<file path="src/rtl/scoreboard_register_file.sv">
// -----------------------------------------------------------------------------
// scoreboard_register_file
//
// Architectural register file with a per-register busy scoreboard for an
// in-order issue stage. Two combinational read ports, one writeback port and
// one issue port. An issuing instruction stalls while one of its sources is
// reserved by an older instruction (RAW), or while its destination is already
// reserved (WAW). An accepted issue with a destination reserves that register.
// Writeback releases the reservation. Flush drops every reservation.
//
// Parameters
//   BIT_COUNT       data width of every register
//   REGISTER_COUNT  number of registers (power of two, >= 4)
//   ZERO_REG        1: register 0 reads as zero, ignores writes, never busy
//
// Ports
//   clk           clock, all state updates on the rising edge
//   reset         asynchronous active-low reset
//   WriteEnable   writeback strobe
//   rdAdr, Rd     writeback address / data
//   rs1Adr/rs2Adr read addresses
//   Rs1/Rs2       read data
//   Rs1Busy/Rs2Busy  source register has a pending write
//   IssueValid    instruction requests issue
//   IssueHasDest  issuing instruction writes a register
//   issueAdr      destination register to reserve
//   IssueStall    issue refused this cycle
//   Flush         clear all reservations
//   BusyCount     registered count of reserved registers
//
// Build option
//   REGFILE_BYPASS_EN  when defined, same-cycle writeback data is forwarded
//                      to the read ports and the matching busy bit reads 0.
//                      Undefined: reads show pre-edge value and busy bit.
// -----------------------------------------------------------------------------
module scoreboard_register_file #(
    parameter int BIT_COUNT      = 32,
    parameter int REGISTER_COUNT = 32,
    parameter int ZERO_REG       = 1,
    localparam int AW = $clog2(REGISTER_COUNT),
    localparam int CW = $clog2(REGISTER_COUNT + 1)
) (
    input  logic                 clk,
    input  logic                 reset,
    input  logic                 WriteEnable,
    input  logic [AW-1:0]        rdAdr,
    input  logic [BIT_COUNT-1:0] Rd,
    input  logic [AW-1:0]        rs1Adr,
    input  logic [AW-1:0]        rs2Adr,
    output logic [BIT_COUNT-1:0] Rs1,
    output logic [BIT_COUNT-1:0] Rs2,
    output logic                 Rs1Busy,
    output logic                 Rs2Busy,
    input  logic                 IssueValid,
    input  logic                 IssueHasDest,
    input  logic [AW-1:0]        issueAdr,
    output logic                 IssueStall,
    input  logic                 Flush,
    output logic [CW-1:0]        BusyCount
);

    localparam bit ZERO_EN = (ZERO_REG != 0);

    logic [BIT_COUNT-1:0]      regs [REGISTER_COUNT];
    logic [REGISTER_COUNT-1:0] busy;
    logic [REGISTER_COUNT-1:0] busy_next;
    logic [CW-1:0]             busy_count;
    logic [CW-1:0]             busy_count_next;

    logic wb_to_reg;     // writeback that actually lands in a register
    logic issue_accept;  // issue handshake completes this cycle
    logic issue_reserve; // accepted issue that reserves a real register

    // Writes aimed at a hardwired-zero register vanish here, so register 0
    // keeps its reset value of zero and needs no special case on the read side.
    assign wb_to_reg = WriteEnable && !(ZERO_EN && (rdAdr == '0));

    // ------------------------------------------------------------------
    // Read ports
    // ------------------------------------------------------------------
    always_comb begin
        // NOTE: every always_comb output gets a default first so that no
        // path through the block leaves it unassigned (no latch inferred).
        Rs1     = regs[rs1Adr];
        Rs2     = regs[rs2Adr];
        Rs1Busy = busy[rs1Adr];
        Rs2Busy = busy[rs2Adr];
`ifdef REGFILE_BYPASS_EN
        // Forwarding is gated by reset so the ports read zero while the
        // block is held in reset even if a writeback is being driven.
        if (reset && wb_to_reg && (rdAdr == rs1Adr)) begin
            Rs1     = Rd;
            Rs1Busy = 1'b0;
        end
        if (reset && wb_to_reg && (rdAdr == rs2Adr)) begin
            Rs2     = Rd;
            Rs2Busy = 1'b0;
        end
`endif
    end

    // ------------------------------------------------------------------
    // Issue control: RAW on either source, WAW on the destination
    // ------------------------------------------------------------------
    assign IssueStall    = IssueValid &
                           (Rs1Busy | Rs2Busy | (IssueHasDest & busy[issueAdr]));
    assign issue_accept  = IssueValid && !IssueStall;
    assign issue_reserve = issue_accept && IssueHasDest &&
                           !(ZERO_EN && (issueAdr == '0));

    // ------------------------------------------------------------------
    // Next busy vector. Order of the updates sets priority:
    // writeback clear < new reservation < flush.
    // ------------------------------------------------------------------
    always_comb begin
        busy_next = busy;
        if (WriteEnable) begin
            busy_next[rdAdr] = 1'b0;
        end
        if (issue_reserve) begin
            busy_next[issueAdr] = 1'b1;
        end
        if (Flush) begin
            busy_next = '0;
        end
        if (ZERO_EN) begin
            busy_next[0] = 1'b0;
        end
    end

    // Population count of the next busy vector, registered alongside it so
    // BusyCount always matches the busy bits of the same cycle.
    always_comb begin
        busy_count_next = '0;
        for (int i = 0; i < REGISTER_COUNT; i++) begin
            busy_count_next = busy_count_next + CW'(busy_next[i]);
        end
    end

    // ------------------------------------------------------------------
    // State
    // ------------------------------------------------------------------
    always_ff @(posedge clk or negedge reset) begin
        if (!reset) begin
            // NOTE: the register array is cleared by reset on purpose: reads
            // must return zero during and after reset until first written,
            // so this storage cannot be mapped to a reset-less RAM.
            for (int i = 0; i < REGISTER_COUNT; i++) begin
                regs[i] <= '0;
            end
        end else if (wb_to_reg) begin
            // NOTE: sequential state uses non-blocking assignments so every
            // flop samples pre-edge values regardless of statement order.
            regs[rdAdr] <= Rd;
        end
    end

    always_ff @(posedge clk or negedge reset) begin
        if (!reset) begin
            busy       <= '0;
            busy_count <= '0;
        end else begin
            busy       <= busy_next;
            busy_count <= busy_count_next;
        end
    end

    assign BusyCount = busy_count;

endmodule
</file>
<file path="config.mk">
export PLATFORM = sky130hd
export DESIGN_NAME = scoreboard_register_file
export DESIGN_NICKNAME = d
export VERILOG_FILES = /design/src/rtl/scoreboard_register_file.sv
export SDC_FILE = /design/constraint.sdc
export NUM_CORES = 2
export LEC_CHECK = 0
export BUFFER_PORTS_ARGS = -buffer_cell sky130_fd_sc_hd__buf_2
export CAP_MARGIN = 25
export CORE_MARGIN = 2
export CORE_UTILIZATION = 40
export DETAILED_ROUTE_END_ITERATION = 6
export RECOVER_POWER = 100
export SKIP_CTS_REPAIR_TIMING = 1
export SYNTH_ARGS = -nofsm -noshare
export SYNTH_HDL_FRONTEND = slang
export SYNTH_SLANG_ARGS = --single-unit
</file>
<file path="constraint.sdc">
create_clock -name clk -period 6.3 [get_ports clk]
set_clock_uncertainty 0.15 [all_clocks]
set_input_delay 0.315 -clock clk [delete_from_list [all_inputs] [get_ports clk]]
set_output_delay 0.315 -clock clk [all_outputs]
set_load 0.005 [all_outputs]
</file>
==> Flow_metrics.wiki <==
{| class="wikitable"
! Metric !! Value
|-
| Critical Setup Path Class || reg -> reg
|-
| Top-count cell post-synth || sky130_fd_sc_hd__mux2_2
|-
| Via-per-instance ratio || around 6.2
|-
| Result of the run || finished, violations left
|-
| Number of enable-type register cells in the synthesized netlist || 0
|-
| Instance count of the mapped netlist || 3,453
|-
| Power per cell area || 314 nW/um2
|-
| Achievable frequency || around 150 MHz
|-
| Setup slack of the critical path after layout || -0.346 ns
|-
| RD Place Congestion || 0.907
|-
| Worst reg-to-reg path cell count || 21
|-
| First-pass GRT wire length || 252,000 um
|-
| Crit share post-route || 105%
|-
| Horizontal die dimension || 381 um
|-
| Layout cell share with drive strength beyond 1 || 63.1%
|-
| TNS Setup || -1.12 ns
|-
| Biggest area consumer among synthesized cells || sky130_fd_sc_hd__dfrtp_1
|-
| Final Instance Area || 64,100 um2
|-
| DRC violation count after routing || 0
|-
| Routed wire length per instance || 31.2 um
|-
| Effective utilization at floorplan || roughly two fifths
|-
| Buf/Inv on CP || 4
|-
| Final setup fails || 5
|-
| Vias in the first global route || about 35,000
|-
| Number of buffers added by the clock tree synthesis step || 116
|-
| Clock Sinks || 1,061
|-
| Final Max Tran Viols || 164
|-
| Most frequently used flop master after synthesis || sky130_fd_sc_hd__dfrtp_1
|-
| Reg clk slew, reported paths || 0.07 ns
|-
| Most repeated library cell on the critical path || sky130_fd_sc_hd__fa_1
|-
| Total overflow reported by the global router || 0
|-
| Proportion of register bits with asynchronous set or reset after synthesis || 100%
|-
| Origin of the worst min-delay path || IssueHasDest
|-
| Number of antenna violations at the first check in global routing || 13
|-
| Cell type of the slowest stage on the worst timing path || sky130_fd_sc_hd__fa_1
|-
| Post-synth cell types || 45
|-
| Final Hold Vio Count || 1
|-
| Arrival time reported for the critical path endpoint || between 7 and 8 ns
|-
| Area share of the leading cell type in the synthesized netlist || 46.6%
|-
| Hold endpoint || busy[1]
|-
| Overall die height || 381 um
|-
| Number of nets at the end of the flow || 3,564
|-
| Required time worst endpoint || 6.81 ns
|-
| Violations in the final reports || negative hold slack, max-capacitance violations, max-slew violations, negative setup slack
|-
| Worst voltage drop across the vdd grid || 240 uV
|-
| Synthesized Nets || ~3,500
|-
| Core area || 141,000 um2
|-
| Post-synthesis average cell area || 16.5 um2
|-
| Element type at the critical path start || flop
|-
| Worst Setup End Kind || flop
|-
| Count of routing violations after the opening detailed-route iteration || 2,591
|-
| Via count || ~34,000
|-
| Aggregate global-route resource usage || 23.6%
|-
| Startpoint of the lowest-slack register-to-register path || busy[16]
|-
| Worst-case setup slack after placement || -0.525 ns
|-
| Number of search-and-repair iterations in the first detailed-routing pass || 5
|-
| Number of H-tree levels || 3
|-
| Post-DP HPWL || 92,000 um
|-
| Register bit total from synthesis || approximately 1,100
|-
| Crit-path max cell delay || 0.56 ns
|-
| Maximum clock insertion buffer count || 3
|-
| Final Routed Wirelength || 171,000 um
|-
| Clock latency of the later-clocked register in the worst-skew pair || 0.75 ns
|-
| Hold Path Class || in -> reg
|-
| Relative slew slack || -249%
|-
| IO buf count || 130
|-
| CTS root buffer || sky130_fd_sc_hd__clkbuf_16
|-
| Number of maximum-capacitance constraint violations || 4
|-
| Standard cell area after detailed placement || 60,000 um2
|-
| Share of the yosys chip area belonging to registers || 46.6%
|-
| Total Die Area || 145,000 um2
|-
| Io pins || 131
|-
| Pin count of the biggest net entering global routing || between 150 and 200
|-
| Commonest cells in the netlist || sky130_fd_sc_hd__mux2_2, sky130_fd_sc_hd__dfrtp_1, sky130_fd_sc_hd__mux4_2
|-
| Top area cells in the synthesized netlist || sky130_fd_sc_hd__dfrtp_1, sky130_fd_sc_hd__mux4_2, sky130_fd_sc_hd__mux2_2, sky130_fd_sc_hd__clkbuf_1, sky130_fd_sc_hd__fa_1
|-
| Total number of placement rows || roughly 140
|-
| Transition at the pin with the smallest max-transition slack || between 5 and 6 ns
|-
| Detail Route Antenna Nets || 0
|-
| Ys Warns || 0
|-
| Top Family by Delay on Critical Path || adder cells
|-
| Setup repair after global routing missed its margin || true
|-
| Register-to-register setup slack || -0.35 ns
|-
| Cell breakdown of the critical path || mux4_2 > mux2i_4 > nor3b_2 > nor4_4 > buf_6 > nand4_4 > buf_6 > buf_4 > o21a_1 > fa_1 > fa_1 > fa_1 > fa_1 > fa_1 > inv_2 > fa_1 > fa_2 > fa_2 > a21o_1 > a21oi_2 > xnor2_1
|-
| Hold path cells || 5
|-
| Critical Path Fanout Max || 5
|-
| Endpoint of the lowest-slack register-to-register path || BusyCount[4]
|-
| Layout overhead on the synthesized area || 12.7%
|-
| Synthesized cell area || 56,900 um2
|-
| Time the final worst path needs with I/O delays and setup || between 6 and 7 ns
|-
| Static leakage power || between 20 and 30 nW
|-
| Final worst hold slack || -0.0115 ns
|-
| TritonCTS clock tree || built
|}
[through the flow]
step / total power, mW / hold slack [ns] / utilization, % / std cells
finish: 20.1 / -0.0115 / 45.3 / 5463
global route: 21.0 / 0.0397 / 45.3 / 5459
CTS: 20.3 / -0.509 / 45.2 / 5448
detailed placement: 13.1 / 0.233 / 42.4 / 5237
global placement: 13.0 / 0.226 / 42.4 / 5236
floorplan: 11.8 / -0.131 / - / 3453
[logic make-up (layout without fill, tap and decap cells)]
| logic type | count (synthesis) | in the layout | share of synthesized area (%) |
|---|---|---|---|
| muxes | 1733 | 1733 | 47.2 |
| DFF | 1061 | 1061 | 46.6 |
| buffers and inverters | 445 | 561 | 3.15 |
| and+or+nand+nor | 110 | 110 | 1.01 |
| AOI/OAI and AO/OA | 71 | 71 | 0.972 |
| adders and majority gates | 30 | 30 | 0.963 |
| xor gates and xnor gates | 3 | 3 | 0.0462 |
| other | 0 | 4 | 0 |
[registers in the layout, summed over array words and instances (netlist names)]
register,cells
BusyCount,6
regs,1024
busy,31
[worst reg2reg max path: cells and delay by family, from the launching register on]
kind	cells	cell delay (ns)
xor+xnor	1	0.13
mux	2	0.70
compound gates	3	0.50
flops	1	0.42
simple gates	3	0.46
buf+inv	4	0.50
fa+ha+maj	8	3.70
[area by class of cell]
cell class,instances,area (um2)
fillers,12408,77300
multi-input cells,1947,28900
flip-flops and latches,1061,26600
clock buffers,174,3510
well taps,1890,2360
repair buffers,304,2210
clock inverters,37,457
inverters,46,173
diodes,4,10.0
[where the power goes]
| group | switching, mW | internal [mW] | total [mW] |
|---|---|---|---|
| combinational | 1.48 | 2.59 | 4.07 |
| clock | 2.93 | 4.20 | 7.12 |
| sequential | 0.854 | 8.07 | 8.92 |
[worst max-delay path by stage]
| stage | startpoint | end | depth (start not counted) |
|---|---|---|---|
| final | busy[16] | BusyCount[4] | 21 |
| after global placement | issueAdr[1] | BusyCount[4] | 22 |
| after CTS | busy[19] | BusyCount[4] | 21 |
| after detailed placement | issueAdr[1] | BusyCount[4] | 22 |
| after global routing | busy[19] | BusyCount[4] | 22 |
| after floorplan | busy[7] | BusyCount[4] | 21 |
[placed cells by master (no fill, tap or decap), types with 5 or more instances in the layout]
master	count
sky130_fd_sc_hd__nand3b_1	6
sky130_fd_sc_hd__o32ai_1	17
sky130_fd_sc_hd__nand2_4	14
sky130_fd_sc_hd__mux2_2	1063
sky130_fd_sc_hd__nor2_4	16
sky130_fd_sc_hd__clkbuf_8	35
sky130_fd_sc_hd__mux4_2	655
sky130_fd_sc_hd__clkbuf_1	25
sky130_fd_sc_hd__dfrtp_1	1061
sky130_fd_sc_hd__clkbuf_16	118
sky130_fd_sc_hd__buf_2	119
sky130_fd_sc_hd__o21ai_0	6
sky130_fd_sc_hd__ha_1	7
sky130_fd_sc_hd__o21ai_1	11
sky130_fd_sc_hd__mux2i_1	14
sky130_fd_sc_hd__nand3_1	20
sky130_fd_sc_hd__nand2_1	16
sky130_fd_sc_hd__bufinv_16	9
sky130_fd_sc_hd__fa_1	21
sky130_fd_sc_hd__nor2_1	5
sky130_fd_sc_hd__o32a_1	13
sky130_fd_sc_hd__buf_6	5
sky130_fd_sc_hd__buf_12	10
sky130_fd_sc_hd__nor3_1	7
sky130_fd_sc_hd__inv_1	44
sky130_fd_sc_hd__nor3b_1	6
sky130_fd_sc_hd__buf_4	153
sky130_fd_sc_hd__clkinv_2	20
sky130_fd_sc_hd__o21a_1	7
[per-layer routing]
layer | track usage [%] | part of all wire, %
met1 | 34.5 | 45
met3 | 3.77 | 5.7
met4 | 7.11 | 2.9
met2 | 36.5 | 47
met5 | 0 | 0.033
Power figures use the tool's default switching activity.
